===== config.mk =====
export PLATFORM = sky130hd
export DESIGN_NAME = serial_add_sub
export DESIGN_NICKNAME = d
export VERILOG_FILES = /design/src/rtl/serial_add_sub_pkg.sv /design/src/rtl/serial_add_sub_full_adder_chain.sv /design/src/rtl/serial_add_sub.sv
export SDC_FILE = /design/constraint.sdc
export NUM_CORES = 1
export LEC_CHECK = 0
export ABC_AREA = 0
export CAP_MARGIN = 20
export CORE_MARGIN = 3
export CORE_UTILIZATION = 35
export DETAILED_ROUTE_END_ITERATION = 8
export GPL_ROUTABILITY_DRIVEN = 0
export PLACE_DENSITY = 0.59
export SYNTH_ARGS = -nofsm -noshare
export SYNTH_HDL_FRONTEND = slang
export SYNTH_SLANG_ARGS = --single-unit

===== constraint.sdc =====
create_clock -name clk -period 1.35 [get_ports clk]
set_clock_uncertainty 0.15 [all_clocks]
set_input_delay 0.405 -clock clk [delete_from_list [all_inputs] [get_ports clk]]
set_output_delay 0.405 -clock clk [all_outputs]
set_load 0.01 [all_outputs]

===== src/rtl/serial_add_sub_pkg.sv =====
// Shared types and constants for the digit-serial adder/subtractor.
// State encodings are plain 2-bit constants so older tools can consume them.
package serial_add_sub_pkg;

    typedef logic [1:0] state_t;

    localparam state_t ST_IDLE = 2'd0;
    localparam state_t ST_RUN  = 2'd1;
    localparam state_t ST_DONE = 2'd2;

    localparam logic MODE_ADD = 1'b0;
    localparam logic MODE_SUB = 1'b1;

    // Smallest r with 2**r >= n; used to size the digit counter.
    function automatic int clog2(input int n);
        int r;
        int v;
        r = 0;
        v = 1;
        while (v < n) begin
            v = v << 1;
            r = r + 1;
        end
        return r;
    endfunction

endpackage


===== src/rtl/serial_add_sub_full_adder_chain.sv =====
// Combinational ripple of DIGIT full-adder cells; also exposes the carry
// entering the top cell so the caller can derive signed overflow.
module full_adder_chain #(
    parameter int DIGIT = 1
) (
    input  logic [DIGIT-1:0] a,
    input  logic [DIGIT-1:0] b,
    input  logic             cin,
    output logic [DIGIT-1:0] sum,
    output logic             cout,
    output logic             cmsb
);

    logic [DIGIT:0] c;

    assign c[0] = cin;

    for (genvar i = 0; i < DIGIT; i++) begin : g_cell
        assign sum[i]   = a[i] ^ b[i] ^ c[i];
        assign c[i + 1] = (a[i] & b[i]) | (c[i] & (a[i] ^ b[i]));
    end

    assign cout = c[DIGIT];
    assign cmsb = c[DIGIT-1];

endmodule


===== src/rtl/serial_add_sub.sv =====
// Digit-serial adder/subtractor: WIDTH-bit operands processed DIGIT bits per
// cycle, LSB digit first, with a start/busy/done handshake.
module serial_add_sub
    import serial_add_sub_pkg::*;
#(
    parameter int WIDTH = 8,
    parameter int DIGIT = 1
) (
    input  logic             clk,
    input  logic             rst,
    input  logic             start,
    input  logic             mode,
    input  logic [WIDTH-1:0] val1,
    input  logic [WIDTH-1:0] val2,
    output logic             busy,
    output logic             done,
    output logic [WIDTH-1:0] sum,
    output logic             carry,
    output logic             overflow
);

    localparam int N  = WIDTH / DIGIT;
    localparam int CW = (clog2(N) < 1) ? 1 : clog2(N);
    localparam logic [CW-1:0] LAST = CW'(N - 1);

    state_t           state;
    logic [CW-1:0]    cnt;
    logic [WIDTH-1:0] a_reg;
    logic [WIDTH-1:0] b_reg;
    logic             c_reg;
    logic [WIDTH-1:0] sum_sh;

    logic [DIGIT-1:0] dsum;
    logic             dcout;
    logic             dcmsb;
    logic [WIDTH-1:0] dext;
    logic [WIDTH-1:0] next_sh;

    full_adder_chain #(.DIGIT(DIGIT)) u_chain (
        .a    (a_reg[DIGIT-1:0]),
        .b    (b_reg[DIGIT-1:0]),
        .cin  (c_reg),
        .sum  (dsum),
        .cout (dcout),
        .cmsb (dcmsb)
    );

    // New digit enters from the MSB side; after N shifts the LSB digit sits at bit 0.
    assign dext    = WIDTH'(dsum) << (WIDTH - DIGIT);
    assign next_sh = (sum_sh >> DIGIT) | dext;

    assign busy = (state == ST_RUN);
    assign done = (state == ST_DONE);

    always_ff @(posedge clk) begin
        if (rst) begin
            state    <= ST_IDLE;
            cnt      <= '0;
            a_reg    <= '0;
            b_reg    <= '0;
            c_reg    <= 1'b0;
            sum_sh   <= '0;
            sum      <= '0;
            carry    <= 1'b0;
            overflow <= 1'b0;
        end else begin
            case (state)
                ST_IDLE, ST_DONE: begin
                    if (start) begin
                        a_reg <= val1;
                        b_reg <= (mode == MODE_SUB) ? ~val2 : val2;
                        c_reg <= mode;
                        cnt   <= '0;
                        state <= ST_RUN;
                    end else begin
                        state <= ST_IDLE;
                    end
                end
                ST_RUN: begin
                    a_reg  <= a_reg >> DIGIT;
                    b_reg  <= b_reg >> DIGIT;
                    c_reg  <= dcout;
                    sum_sh <= next_sh;
                    // On the last digit the chain's top cell is bit WIDTH-1 of the word.
                    if (cnt == LAST) begin
                        sum      <= next_sh;
                        carry    <= dcout;
                        overflow <= dcmsb ^ dcout;
                        state    <= ST_DONE;
                    end else begin
                        cnt <= cnt + 1'b1;
                    end
                end
                default: state <= ST_IDLE;
            endcase
        end
    end

endmodule


Word level (Yosys, flattened, before mapping):

Cells that the tools add are included.

* add/sub/neg operators: 1
* multiply operators: 0
* div/mod/pow operators: 0
* magnitude comparators: 0
* equal/unequal tests: 6
* shift operators: 0
* mux-type cells: 13
* bitwise logic cells: 8
* reduce and logical (&&, ||, !) cells: 6

Operator list (number)
* case mux 8 bit (2 select lines): 2
* two-way mux 8 bit: 3
* NOT 8 bit: 1
* OR 7 x 8 -> 8 bit: 1
* two-way mux 3 bit: 2
* case mux 3 bit (2 select lines): 1
* != test 2 bit (second input constant): 2
* case mux 2 bit (2 select lines): 1
* AND reduction 2 bit: 2
* adder 3 x 1 -> 3 bit (second input constant): 1
* equality test 3 bit (second input constant): 1
* AND reduction 3 bit: 1
* XOR 1 bit: 3
* bitwise AND 1 bit: 2
* equality test 2 x 1 -> 1 bit (second input constant): 1
* equality test 2 bit (second input constant): 1
* logical NOT 2 bit: 1
* two-way mux 1 bit: 2
* two-way mux 2 bit: 1
* != test 2 x 1 -> 1 bit (second input constant): 1
* case mux 1 bit (2 select lines): 1
* nonzero test 2 bit: 1
* OR reduction 2 bit: 1
* OR 1 bit: 1

* bits in registers: 40
* latch bits: 0
* RAM bits: 0
* ROM bits: 0
* input port bits: 20
* output and inout port bits: 12
* word-level logic and storage cells: 43
* memories kept: 0

Depth between registers and ports, before layout:

Gate-level depths: netlist (run 1).

* depth in word-level cells: 4
* depth in mapped cells: 6
* depth with buffers taken out: 5

Hierarchy:

From an unflattened synthesis (run 1), not the netlist that was laid out.

* cell total of the unflattened synthesis: 188
* area total of the unflattened synthesis: 1715.4 um^2

Modules (own cells, without submodules)
* serial_add_sub: instances 1, cells an instance 186, area an instance 1687.9 um^2, sequential area each 780.7 um^2
* full_adder_chain: instances 1, cells an instance 2, area an instance 27.5 um^2, sequential area each 0.0 um^2

Worst setup path before layout (run 1):

Ideal clock, no wire load.

* path type: register to register
* start point: register cnt[0]
* end point: register cnt[2]
* library setup time: 0.132 ns
* arrival time: 1.232 ns
* data required time: 1.068 ns
* slack: -0.164 ns
* cell stages (with the launch flop): 6
* clock period less this slack: 1.514 ns
* cell sequence: dfxtp_1 -> ha_1 -> ha_1 -> or3b_1 -> nand3_1 -> a21oi_1

* word-level cells in the longest chain between the ends: 3
* elaborated cells between the ends (all ways): 6
* those cells by class: 1 x add/sub; 2 x eq/ne; 2 x mux; 1 x reduce/logical

RTL lines
* from (decl): RTL line serial_add_sub.sv:27 `logic [CW-1:0] cnt;`
* from (signal assigned): RTL line serial_add_sub.sv:91 `cnt <= cnt + 1'b1;`
* adder 3 x 1 -> 3 bit / equality test 3 bit (equally long branches): RTL line serial_add_sub.sv:91, serial_add_sub.sv:85
* two-way mux 3 bit / != test 2 bit (equally long branches)
* case mux 3 bit (2 select lines) / AND reduction 3 bit (equally long branches)

Parallel ways exist; a longest one is shown, timed or not. The select of a mux whose other input is x is not followed.
A chain may end at the register's enable or synchronous reset.

Worst setup path after layout (run 1):

* start point: register state[1]
* end point: output port busy

* word-level cells in the longest chain between the ends: 1

RTL lines
* from (decl): RTL line serial_add_sub.sv:26 `state_t state;`
* from (signal assigned): RTL line serial_add_sub.sv:57 `state <= ST_IDLE;`
* from (signal assigned): RTL line serial_add_sub.sv:74 `state <= ST_RUN;`
* from (signal assigned): RTL line serial_add_sub.sv:76 `state <= ST_IDLE;`
* equality test 2 x 1 -> 1 bit: RTL line serial_add_sub.sv:52 `assign busy = (state == ST_RUN);`
* to (decl): RTL line serial_add_sub.sv:15 `output logic busy,`

Every way passes these cells.

==> results.json, run 1 <==
{
  "relSlewSlack_pct": 82.2,
  "syn_nets": 210,
  "pwr-share-seq_pct": 50.0,
  "max_freq_mhz": 677,
  "hold_path_end": "sum[6]$_SDFFE_PP0P_",
  "nNetsFinal": 251,
  "failed_checks": "setup timing",
  "cts_max_path_buffers": 2,
  "drtIter0Drc": 64,
  "cts_sinks": 39,
  "die_h_um": 74.0,
  "die_x_um": 74.0,
  "htreeDepth": 2,
  "io_pins": 32,
  "die_area_mm2": 0.00547,
  "path_cells": "nand2b_4 -> inv_4 -> buf_6",
  "r2r_slack_ns": -0.11,
  "cpPeakStageDelay_ns": 0.33,
  "r2r-end": "cnt[1]$_SDFFE_PP0P_",
  "crit_path_top_delay_cell": "dfxtp_2",
  "routed_wl_um": 3660,
  "grt_pass1_wl_um": 5930,
  "worst_pin_slew_ns": 0.267,
  "cts_tree": "built",
  "antenna_found_initial": 0,
  "grt_pass1_vias": 1293,
  "core_area_mm2": 0.00441,
  "ys_seq_area_share_pct": 48.3,
  "synth_cell_types": 23,
  "post-route-drc-count": 0,
  "dp_hpwl_um": 2150,
  "clkLatencyLatePin_ns": 0.29,
  "vias": 1428,
  "p_sw_share_pct": 24.5,
  "setup_viol": 16,
  "endpoint_kind": "output port",
  "vdd_ir_drop_max_uv": 603,
  "setup_tns_ns": -1.06,
  "cts_root_buf": "clkbuf_8",
  "setup_slack_ns": -0.126,
  "drive_gt1_share_pct": 39.3,
  "overflow": 0,
  "critPathLaunchType": "flop",
  "combPwrFrac_pct": 15.3,
  "avgSynthCellArea_um2": 8.65,
  "final_util_pct": 53.0,
  "grt_max_degree": 40,
  "power_frac_clock_pct": 34.6,
  "fin_crit_sh_pct": 109,
  "viasPerCell": 5.08,
  "io_buffers": 31,
  "yosysTopAreaCell": "dfxtp_1",
  "synth.area.top_cells": "dfxtp_1 48%, a21oi_1 11%, nand2_1 8.4%, a22oi_1 7.0%, nand3_1 6.2%",
  "hold_viol": 0,
  "rsz0062_at_grt": "yes",
  "dp_cells": 270,
  "holdCritStartpoint": "sum[6]$_SDFFE_PP0P_",
  "yosys-top-cells-count": "39 x dfxtp_1, 37 x a21oi_1, 36 x nand2_1",
  "drt_first_pass_iters": 4,
  "crit_type": "flop to output port",
  "yosys.area.top_type_share_pct": 48.3,
  "antennaDiodeCount": 0,
  "r2r-start": "cnt[1]$_SDFFE_PP0P_",
  "hold_class": "flop to flop",
  "crit_required_ns": 0.80,
  "numCtsBuffers": 5,
  "cts.clk_slew.worst_paths_ns": 0.07,
  "dp_worst_setup_slack_ns": -0.342,
  "cpLargestDelayFamily": "flip-flops",
  "yosysMostFrequentCell": "dfxtp_1",
  "power.total_uw": 2460,
  "drv_cap": 0,
  "initial_core_util_pct": 36.6,
  "ys.flop_type": "dfxtp_1",
  "slew_viol_final": 0,
  "worstHoldPathCells": 2,
  "nFillCells": 449,
  "p_switching_uw": 601,
  "fin_crit_ns": 1.48,
  "synthCells": 187,
  "power_leakage_uw": 0.000893,
  "crit_fanout": 3,
  "post_drt_wl_per_cell_um": 13.0,
  "ys_seq_elements": 39,
  "syn_area_mm2": 0.00162,
  "p_per_area_mw_per_mm2": 1050,
  "p_int_uw": 1860,
  "grt.total_usage_pct": 14.2,
  "synth_edf_count": 0,
  "finalNonFillerCells": 281,
  "status": "finished, violations left",
  "row_count": 24,
  "worstRegToRegCells": 5,
  "ys_warn_count": 0,
  "synthArstFlopShare_pct": 0,
  "path_buf_inv": 2,
  "antenna_left": 0,
  "crit_arrival_ns": 0.92,
  "area_growth_syn_to_layout_pct": 44.7
}
==> cell type report <==
cell class                 instances  area [um^2]  area share, %
multi-input combinational        132          906           38.7
timing repair buffer              49          462           19.7
inverter                           1         6.26          0.267
tap                               52         65.1           2.78
sequential                        39          802           34.3
clock buffer                       8          100           4.28
==> worst max path at each step <==
stage                                       end  depth (start not counted)             startpoint
after global placement    b_reg[3]$_SDFFE_PP0P_                          5                  start
after global routing                       busy                          3  state[1]$_SDFFE_PP0P_
after CTS                                  busy                          3  state[1]$_SDFFE_PP0P_
final                                      busy                          3  state[1]$_SDFFE_PP0P_
after floorplan             cnt[0]$_SDFFE_PP0P_                          5    cnt[1]$_SDFFE_PP0P_
after detailed placement  b_reg[5]$_SDFFE_PP0P_                          5                  start
==> timing repair <==
item / in CTS / in global routing
gates resized for setup: 85 / 22
cloned: 1 / 1
endpoints found under the hold margin: 0 / 0
pin swaps: 12 / 2
hold buffers: 0 / 0
setup buffers: 2 / 0
setup endpoints to repair: 42 / 38
==> per-layer routing <==
metal | routed length, um | GRT usage, %
met1 | 1580 | 17.6
met2 | 1810 | 22.9
met3 | 227 | 5.54
met4 | 40 | 4.23
met5 | 0 | 0
==> power by group through the flow <==
stage                     Sequential [uW]  Combinational [uW]  Clock [uW]
after floorplan                      1250                 199           0
after global placement               1250                 315           0
after detailed placement             1250                 318           0
after CTS                            1230                 347         893
after global routing                 1240                 417         923
final                                1230                 377         851
==> cell families after synthesis <==
kind of cell             Yosys count  synth area share (%)
flip-flops                        39                  48.3
AND/OR/NAND/NOR                   67                  18.9
AO/OA/AOI/OAI                     53                  18.9
buffers and inverters             16                  6.26
XOR/XNOR                           9                  4.87
adder cells (fa/ha/maj)            3                  2.78
==> cell usage in the layout (no fill, tap or decap), types with 2 or more instances in the layout <==
cell and n:
nand2_2 7, a21oi_2 11, nand2_4 2, a22oi_1 11
nand2_1 27, nand2b_4 2, dfxtp_2 14, nor2_1 2
clkdlybuf4s50_1 17, clkbuf_8 7, buf_6 6, ha_4 2
xor2_1 8, a22oi_2 4, nand3_2 3, nand3_1 17
buf_12 2, buf_4 9, a21oi_1 26, buf_2 11
dfxtp_1 24
==> worst min-delay path, stage by stage, from the launching register on <==
cell,delay [ns]
dfxtp_2,0.32
nand2_1,0.05
a21oi_1,0.05
==> stage by stage <==
stage	hold WS (ns)	instance area (um^2)
4_1_cts	0.304	2240
3_5_place_dp	0.294	2080
2_1_floorplan	0.282	1670
6_report	0.301	2340
3_3_place_gp	0.292	2080
5_1_grt	0.325	2340
Power figures use the tool's default switching activity.
==> run 2, diff against run 1 <==
Settings changed: ABC_AREA 0 to 1, PLACE_DENSITY 0.59 to 0.58.
==> results.json, run 2 <==
{
  "hold_viol": 0,
  "hold_class": "flop to flop",
  "synth_cell_types": 20,
  "p_sw_share_pct": 26.0,
  "cts_max_path_buffers": 2,
  "ys_seq_elements": 39,
  "die_area_mm2": 0.00583,
  "area_growth_syn_to_layout_pct": 40.9,
  "finalNonFillerCells": 370,
  "drv_cap": 0,
  "htreeDepth": 2,
  "power_leakage_uw": 0.00116,
  "rsz0062_at_grt": "yes",
  "setup_slack_ns": -0.140,
  "fin_crit_sh_pct": 110,
  "ys_seq_area_share_pct": 45.1,
  "p_int_uw": 1760,
  "post-route-drc-count": 0,
  "setup_viol": 12,
  "vdd_ir_drop_max_uv": 483,
  "slew_viol_final": 0,
  "fin_crit_ns": 1.49,
  "synth_edf_count": 0,
  "p_switching_uw": 616,
  "ys_warn_count": 0,
  "setup_tns_ns": -1.21,
  "initial_core_util_pct": 38.0,
  "drive_gt1_share_pct": 29.5,
  "overflow": 0,
  "failed_checks": "setup timing",
  "synthCells": 252,
  "die_x_um": 76.4,
  "nNetsFinal": 329,
  "pwr-share-seq_pct": 53.0,
  "antenna_found_initial": 0,
  "die_h_um": 76.4,
  "synth.area.top_cells": "dfxtp_1 45%, nand2_1 17%, nand3_1 8.1%, nor2_1 6.9%, inv_1 6.5%",
  "cts_root_buf": "clkbuf_8",
  "core_area_mm2": 0.00456,
  "endpoint_kind": "output port",
  "routed_wl_um": 3960,
  "status": "finished, violations left",
  "yosys.area.top_type_share_pct": 45.1,
  "cts_sinks": 39,
  "p_per_area_mw_per_mm2": 972,
  "nFillCells": 467,
  "grt_pass1_vias": 1572,
  "cts.clk_slew.worst_paths_ns": 0.07,
  "antennaDiodeCount": 0,
  "io_buffers": 31,
  "grt_max_degree": 24,
  "crit_fanout": 3,
  "row_count": 24,
  "yosysMostFrequentCell": "nand2_1",
  "final_util_pct": 53.5,
  "syn_nets": 275,
  "yosysTopAreaCell": "dfxtp_1",
  "final_common_cell": "nand2_1",
  "avgSynthCellArea_um2": 6.88,
  "max_freq_mhz": 671,
  "numCtsBuffers": 5,
  "combPwrFrac_pct": 17.4,
  "critPathLaunchType": "flop",
  "syn_area_mm2": 0.00173,
  "yosys-top-cells-count": "78 x nand2_1, 39 x dfxtp_1, 32 x nor2_1",
  "grt.total_usage_pct": 14.3,
  "hold_slack_ns": 0.292,
  "worst_pin_slew_ns": 0.183,
  "crit_arrival_ns": 0.94,
  "antenna_left": 0,
  "layout_common_cells": "71 x nand2_1, 29 x nor2_1, 27 x dfxtp_1, 23 x inv_1, 22 x nand3_1",
  "crit_required_ns": 0.80,
  "post_drt_wl_per_cell_um": 10.7,
  "cts_tree": "built",
  "io_pins": 32,
  "ys.flop_type": "dfxtp_1",
  "grt_pass1_wl_um": 6870,
  "drtIter0Drc": 91,
  "clkLatencyLatePin_ns": 0.28,
  "synthArstFlopShare_pct": 0,
  "crit_type": "flop to output port",
  "dp_hpwl_um": 2650,
  "power_frac_clock_pct": 29.6,
  "drt_first_pass_iters": 4,
  "vias": 1656,
  "dp_cells": 359,
  "relSlewSlack_pct": 87.8,
  "viasPerCell": 4.48
}
run 2: timing repair:
action                     CTS  global route
hold buffers                 0             0
setup buffers                4             1
resized for setup           94            23
setup endpoints to repair   42            36
cloned                       2             1
pin swaps                    8            10
run 2: final timing paths:
check                              from             endpoint  slack (ns)  depth (start not counted)
setup reg to reg    cnt[0]$_SDFFE_PP0P_  sum[2]$_SDFFE_PP0P_       -0.12                          7
hold / removal       carry$_SDFFE_PP0P_   carry$_SDFFE_PP0P_        0.29                          2
hold reg to reg      carry$_SDFFE_PP0P_   carry$_SDFFE_PP0P_        0.29                          2
setup / recovery  state[0]$_SDFFE_PP0P_                 busy       -0.14                          3
run 2: layout make-up:
type                            instances  area [um^2]  area share [%]
Inverter                               32          129            5.28
Timing Repair inverter                  2         15.0           0.615
Sequential cell                        39          796            32.6
Timing Repair Buffer                   54          458            18.8
Multi-Input combinational cell        172          891            36.5
Clock buffer                            6         72.6            2.97
Tap cell                               65         81.3            3.33
run 2: kinds of logic (layout without fill, tap and decap cells):
group,after synthesis,count (layout),share of synthesized area [%]
xor+xnor,2,2,1.01
compound gates,25,25,7.36
flops,39,39,45.1
simple gates,142,142,33.9
fa+ha+maj,3,3,2.60
buf+inv,41,94,10.0
run 2: per-layer routing:
layer / vias to the layer above / wire length (um) / global-route usage [%]
met5: - / 0 / 0
met4: 0 / 15 / 2.72
met3: 2 / 171 / 3.55
met2: 32 / 1840 / 24.2
met1: 735 / 1940 / 18.4
li1: 887 / - / -
run 2: power groups by stage:
stage | logic (uW) | registers (uW) | clock network [uW]
floorplan | 222 | 1270 | 0
global placement | 364 | 1280 | 0
detailed placement | 365 | 1280 | 0
CTS | 386 | 1260 | 734
global route | 470 | 1270 | 776
finish | 413 | 1260 | 702
run 2: metrics by stage:
| stage | cell area, um^2 | worst slack (ns) | power, uW |
|---|---|---|---|
| floorplan | 1730 | 0.0136 | 1490 |
| global placement | 2220 | -0.350 | 1640 |
| detailed placement | 2220 | -0.370 | 1640 |
| CTS | 2370 | -0.152 | 2380 |
| global route | 2440 | -0.186 | 2510 |
| finish | 2440 | -0.140 | 2370 |
run 2: critical path, stage by stage (launching register included):
cell,delay [ns]
dfxtp_2,0.35
inv_2,0.06
nor2_4,0.12
buf_6,0.12
